$ cat src/rtl/mem_access_unit.sv
// mem_access_unit: MEM-stage load/store bus initiator (clk, rst, flush, EX/MEM op/addr/data/wb triple in; bus req/we/addr/be/wdata out, rdata/ack in; stallreq, wb triple, address exceptions, bus_err out)
module mem_access_unit #(
  parameter int TIMEOUT_CYCLES = 255
) (
  input  logic        clk,
  input  logic        rst,
  input  logic        flush,
  input  logic [7:0]  mem_aluop,
  input  logic [31:0] mem_mem_addr,
  input  logic [31:0] mem_reg2,
  input  logic [4:0]  mem_wd,
  input  logic        mem_wreg,
  input  logic [31:0] mem_wdata,
  output logic        bus_req,
  output logic        bus_we,
  output logic [31:0] bus_addr,
  output logic [3:0]  bus_be,
  output logic [31:0] bus_wdata,
  input  logic [31:0] bus_rdata,
  input  logic        bus_ack,
  output logic        stallreq,
  output logic [4:0]  wb_wd,
  output logic        wb_wreg,
  output logic [31:0] wb_wdata,
  output logic        excp_adel,
  output logic        excp_ades,
  output logic [31:0] bad_vaddr,
  output logic        bus_err
);
  localparam logic [7:0] EXE_LB_OP  = 8'b11100000;
  localparam logic [7:0] EXE_LH_OP  = 8'b11100001;
  localparam logic [7:0] EXE_LW_OP  = 8'b11100011;
  localparam logic [7:0] EXE_LBU_OP = 8'b11100100;
  localparam logic [7:0] EXE_LHU_OP = 8'b11100101;
  localparam logic [7:0] EXE_SB_OP  = 8'b11101000;
  localparam logic [7:0] EXE_SH_OP  = 8'b11101001;
  localparam logic [7:0] EXE_SW_OP  = 8'b11101011;
  localparam logic [7:0] TO = TIMEOUT_CYCLES[7:0];
  typedef enum logic [1:0] {IDLE, BUS, DONE} state_t;
  state_t state, next;
  logic [7:0] op, wdog;
  logic [1:0] off;
  logic drop, aborted;
  logic [31:0] ld;
  logic is_ld, is_st, is_b, is_h, is_w, mis, go, ack_hit, tmo, kill;
  logic [3:0] be_n;
  logic [31:0] wdata_n, ext;
  logic [7:0] rb;
  logic [15:0] rh;
  assign is_ld = mem_aluop inside {EXE_LB_OP, EXE_LBU_OP, EXE_LH_OP, EXE_LHU_OP, EXE_LW_OP};
  assign is_st = mem_aluop inside {EXE_SB_OP, EXE_SH_OP, EXE_SW_OP};
  assign is_b = mem_aluop inside {EXE_LB_OP, EXE_LBU_OP, EXE_SB_OP};
  assign is_h = mem_aluop inside {EXE_LH_OP, EXE_LHU_OP, EXE_SH_OP};
  assign is_w = mem_aluop inside {EXE_LW_OP, EXE_SW_OP};
  assign mis = (is_h & mem_mem_addr[0]) | (is_w & |mem_mem_addr[1:0]);
  assign go = state == IDLE && (is_ld || is_st) && !mis && !flush;
  assign ack_hit = state == BUS && bus_ack;
  // ack wins over a timeout landing in the same cycle
  assign tmo = state == BUS && !bus_ack && wdog + 8'd1 == TO;
  // a flush arriving in the ack cycle discards the result just like an earlier one
  assign kill = drop | flush;
  assign be_n = is_w ? 4'b1111 : is_h ? (mem_mem_addr[1] ? 4'b1100 : 4'b0011) : 4'b0001 << mem_mem_addr[1:0];
  assign wdata_n = is_b ? {4{mem_reg2[7:0]}} : is_h ? {2{mem_reg2[15:0]}} : mem_reg2;
  assign rb = bus_rdata[{off, 3'b000} +: 8];
  assign rh = bus_rdata[{off[1], 4'b0000} +: 16];
  assign ext = op == EXE_LB_OP  ? {{24{rb[7]}}, rb} :
               op == EXE_LBU_OP ? {24'd0, rb} :
               op == EXE_LH_OP  ? {{16{rh[15]}}, rh} :
               op == EXE_LHU_OP ? {16'd0, rh} : bus_rdata;
  always_comb begin
    next = state;
    if (state == IDLE && go) next = BUS;
    if (ack_hit) next = kill ? IDLE : DONE;
    if (tmo) next = DONE;
    if (state == DONE) next = IDLE;
  end
  always_ff @(posedge clk) begin
    if (rst) begin
      state <= IDLE;
      bus_req <= 1'b0;
      bus_we <= 1'b0;
      bus_addr <= '0;
      bus_be <= '0;
      bus_wdata <= '0;
      bus_err <= 1'b0;
      wdog <= '0;
      drop <= 1'b0;
      aborted <= 1'b0;
      op <= '0;
      off <= '0;
      ld <= '0;
    end else begin
      state <= next;
      bus_err <= tmo;
      if (go) begin
        bus_req <= 1'b1;
        bus_we <= is_st;
        bus_addr <= {mem_mem_addr[31:2], 2'b00};
        bus_be <= be_n;
        bus_wdata <= is_st ? wdata_n : '0;
        wdog <= '0;
        drop <= 1'b0;
        aborted <= 1'b0;
        op <= mem_aluop;
        off <= mem_mem_addr[1:0];
      end
      if (state == BUS) begin
        drop <= kill;
        wdog <= wdog + 8'd1;
      end
      if (ack_hit) begin
        bus_req <= 1'b0;
        ld <= ext;
      end
      if (tmo) begin
        bus_req <= 1'b0;
        aborted <= 1'b1;
      end
      if (state != IDLE && next == IDLE) begin
        bus_we <= 1'b0;
        bus_addr <= '0;
        bus_be <= '0;
        bus_wdata <= '0;
        drop <= 1'b0;
      end
    end
  end
  always_comb begin
    stallreq = state == BUS || go;
    excp_adel = state == IDLE && is_ld && mis;
    excp_ades = state == IDLE && is_st && mis;
    bad_vaddr = (excp_adel || excp_ades) ? mem_mem_addr : '0;
    wb_wd = mem_wd;
    wb_wdata = (state == DONE && !bus_we) ? ld : mem_wdata;
    wb_wreg = state == IDLE ? mem_wreg && !is_ld && !is_st && !flush :
              state == DONE ? mem_wreg && !bus_we && !aborted && !flush : 1'b0;
  end
endmodule

$ cat config.mk
export PLATFORM = sky130hd
export DESIGN_NAME = mem_access_unit
export DESIGN_NICKNAME = d
export VERILOG_FILES = /design/src/rtl/mem_access_unit.sv
export SDC_FILE = /design/constraint.sdc
export NUM_CORES = 1
export LEC_CHECK = 0
export BUFFER_PORTS_ARGS = -buffer_cell sky130_fd_sc_hd__buf_2
export CELL_PAD_IN_SITES_DETAIL_PLACEMENT = 1
export CELL_PAD_IN_SITES_GLOBAL_PLACEMENT = 1
export CORE_MARGIN = 3
export CORE_UTILIZATION = 35
export CTS_CLUSTER_DIAMETER = 50
export DETAILED_ROUTE_END_ITERATION = 8
export PLACE_DENSITY_LB_ADDON = 0.1
export SYNTH_ARGS = -nofsm -noshare
export SYNTH_HDL_FRONTEND = slang
export SYNTH_SLANG_ARGS = --single-unit
$ cat constraint.sdc
create_clock -name clk -period 3.2 [get_ports clk]
set_input_delay 0.64 -clock clk [delete_from_list [all_inputs] [get_ports clk]]
set_output_delay 0.64 -clock clk [all_outputs]
set_load 0.02 [all_outputs]
==> flow_metrics.env <==
export IMPL_status="complete, no violations"
export IMPL_setup_ws_ns=0.244
export IMPL_multi_input_area_um2=3880
export IMPL_grt_max_degree=50
export IMPL_place_gp_congestion=0.817
export IMPL_period_share=0.924
export IMPL_critical_path_class="flop to primary output"
export IMPL_cts_path_max_buffers=2
export IMPL_num_vias=6959
export IMPL_drt_total_wl_mm=23.8
export IMPL_cap_violations=0
export IMPL_clock_sink_count=123
export IMPL_diodes=0
export IMPL_ys_types=66
export IMPL_area_growth_pct=31.8
export IMPL_netlist_top_cells_area="dfxtp_1 (37%), mux2_1 (5.2%), a21oi_1 (4.8%)"
export IMPL_hold_slack_ns=0.454
export IMPL_dpl_worst_slack_ns=0.472
export IMPL_drcViolationCount=0
export IMPL_power_leakage_nw=3.66
export IMPL_dieArea_um2=20900
export IMPL_h_tree_depth=4
export IMPL_grt_pass1_vias=6704
export IMPL_period_minus_slack_ns=2.96
export IMPL_rows=50
export IMPL_num_fill_cells=2299
export IMPL_clock_skew_ns=0.00975
export IMPL_worst_pin_slew_ns=0.792
export IMPL_power_mw=3.86
export IMPL_synth_seq_cells=123
export IMPL_switching_share=0.254
export IMPL_track_usage=0.215
export IMPL_power_per_cell_area_nw_per_um2=436
export IMPL_r2r_start="op[1]$_SDFFE_PP0P_"
export IMPL_synth_area_um2=6710
export IMPL_cp_max_fo=32
export IMPL_cts_root_buf="clkbuf_16"
export IMPL_dr_pass1_iters=5
export IMPL_finalNonFillerCells=1269
export IMPL_p_int_mw=2.88
export IMPL_wl_per_cell_um=18.7
export IMPL_placed_cell_area_um2=8250
export IMPL_synth_flop_cell="dfxtp_1"
export IMPL_hp_class="flop to flop"
export IMPL_p_comb_frac=0.099
export IMPL_placed_cells=1237
export IMPL_synth_area_per_cell_um2=8.52
export IMPL_pwr_share_seq=0.400
export IMPL_io_pins=290
export IMPL_maxSlewHeadroom=0.471
export IMPL_min_delay_start="bus_be[0]$_SDFFE_PP0P_"
export IMPL_antenna_found_initial=0
export IMPL_grt_pass1_wl_mm=35.9
export IMPL_cts_setup_buffers=0
export IMPL_overflow=0
export IMPL_synthArstFlopShare=0
export IMPL_synth_seq_area_share=0.367
export IMPL_clk_pin_slew_worst_paths_ns=0.06
export IMPL_cp_arrival_ns=2.32
export IMPL_nets=1170
export IMPL_required_ns=2.56
export IMPL_io_buffers=277
export IMPL_cts_hold_buffers_added=0
export IMPL_postRouteAntennaNets=0
export IMPL_vias_per_cell=5.48
export IMPL_design_area_um2=8840
export IMPL_grtUsageMet1=0.278
export IMPL_p_sw_mw=0.981
export IMPL_max_freq_mhz=338
export IMPL_drive_gt1_frac=0.363
export IMPL_finalSetupViolCount=0
export IMPL_start_kind="flop"
export IMPL_cts_tree="done"
export IMPL_crit_start="state[1]$_SDFF_PP0_"
export IMPL_drv_slew=0
export IMPL_fin_setup_tns_ns=0
export IMPL_clk_latency_ns=0.41
export IMPL_crit_path_end_kind="primary output"
export IMPL_hpwl_mm=17.1
export IMPL_pwr_share_clk=0.501
export IMPL_synth_edf_count=0
export IMPL_die_w_um=144
export IMPL_rsz0062_at_grt="false"
export IMPL_drtIter0Drc=335
export IMPL_initial_core_util=0.357
export IMPL_met2_usage=0.362
export IMPL_netlist_instances=787
export IMPL_core_um2=18800
export IMPL_utilization=0.471
export IMPL_hold_violations=0
export IMPL_grt_use_met3=0.0489
export IMPL_die_y_um=144
export IMPL_busiest_layer="met2"
export IMPL_area_sequential_um2=2460
export IMPL_cts_buffers=17
export IMPL_synth_top_area_share=0.367
export IMPL_ctsResizeCount=0
export IMPL_ys_warn_count=0
export IMPL_synth_top_area_cell="dfxtp_1"
export IMPL_irDropWorstVdd_v=0.000371
-- power groups by stage --
stage	Sequential (mW)	Combinational [mW]	Clock, mW
CTS	1.54	0.385	1.98
floorplan	1.58	0.204	0
global placement	1.58	0.379	0
global route	1.54	0.417	2.05
finish	1.54	0.382	1.93
detailed placement	1.58	0.383	0
-- final timing paths --
kind | end | slack [ns] | cells after the start
worst min register to register | bus_be[0]$_SDFFE_PP0P_ | 0.45 | 2
worst max-delay path | wb_wdata[19] | 0.24 | 5
worst max register to register | ld[8]$_SDFFE_PP0P_ | 0.71 | 5
worst min-delay path | bus_be[0]$_SDFFE_PP0P_ | 0.45 | 2
-- worst max-delay path: stages (launching register included) --
cell	delay [ns]
dfxtp_1	0.42
nor2b_1	0.33
nor2b_4	0.21
buf_4	0.38
mux2_2	0.38
buf_2	0.16
-- state kept, by name (all words and copies together) (netlist names), 2 cells and up --
name       cells
wdog           8
state          2
bus_addr      30
bus_wdata     32
op             8
ld            32
bus_be         4
off            2
-- placed cells by master (no fill, tap or decap), types with 4 or more instances in the layout --
cell type   instances
a211oi_1            5
a211oi_2           17
a21oi_1            65
a22oi_1             4
a311oi_1           12
a32o_1              8
and2_1             34
buf_2             277
buf_4              21
clkbuf_16          17
clkinvlp_4          6
dfxtp_1           123
inv_1              13
mux2_1             31
mux2i_1            24
mux4_2              8
nand2_1            54
nand3_1            52
nand3b_1            8
nand4_1             6
nor2_1             41
nor2b_1             8
nor3_1             24
o211ai_1            5
o21a_1              5
o21ai_0            45
o21ai_1            20
o22ai_1            25
o32ai_1             6
-- per-layer routing --
layer | vias up | share of wire | routed length (µm)
met2 | 217 | 0.48 | 11500
li1 | 3362 | - | -
met4 | 0 | 0.014 | 331
met1 | 3358 | 0.44 | 10400
met5 | - | 0 | 0
met3 | 22 | 0.063 | 1500
-- final cells by class --
cell class | instances | share of cell area
inverters | 14 | 0.00594
clock buffers | 19 | 0.0512
clock inverters | 13 | 0.0160
repair buffers | 299 | 0.177
flip-flops and latches | 123 | 0.278
multi-input cells | 567 | 0.438
well taps | 234 | 0.0331
-- Yosys cell counts (3+ instances only) --
| library cell | instances |
|---|---|
| a32o_1 | 8 |
| a31oi_1 | 3 |
| a211oi_2 | 17 |
| nor2b_1 | 9 |
| nand2b_1 | 3 |
| mux2i_1 | 24 |
| a22oi_1 | 4 |
| nor3_1 | 24 |
| o32ai_1 | 6 |
| o211ai_1 | 5 |
| o21ai_0 | 45 |
| a311oi_1 | 12 |
| mux2_1 | 31 |
| nand3b_1 | 8 |
| nand3_1 | 52 |
| and2_1 | 34 |
| a311oi_2 | 3 |
| mux4_2 | 8 |
| buf_2 | 14 |
| o21a_1 | 5 |
| and4_1 | 3 |
| a221oi_1 | 3 |
| clkbuf_1 | 56 |
| buf_4 | 7 |
| o22ai_1 | 25 |
| nand4_1 | 6 |
| a211oi_1 | 6 |
| o21ai_1 | 20 |
| o221a_1 | 3 |
| buf_1 | 5 |
| inv_1 | 13 |
| mux2_2 | 3 |
| nand2_1 | 54 |
| nor2_1 | 41 |
| a21oi_1 | 65 |
| dfxtp_1 | 123 |
-- logic make-up after synthesis --
group	share of synthesized area
flops	0.367
fa+ha+maj	0.00373
simple gates	0.194
other cells	0.000559
xor+xnor	0.00131
buf+inv	0.0636
compound gates	0.250
mux	0.120
(Power assumes the default switching activity.)
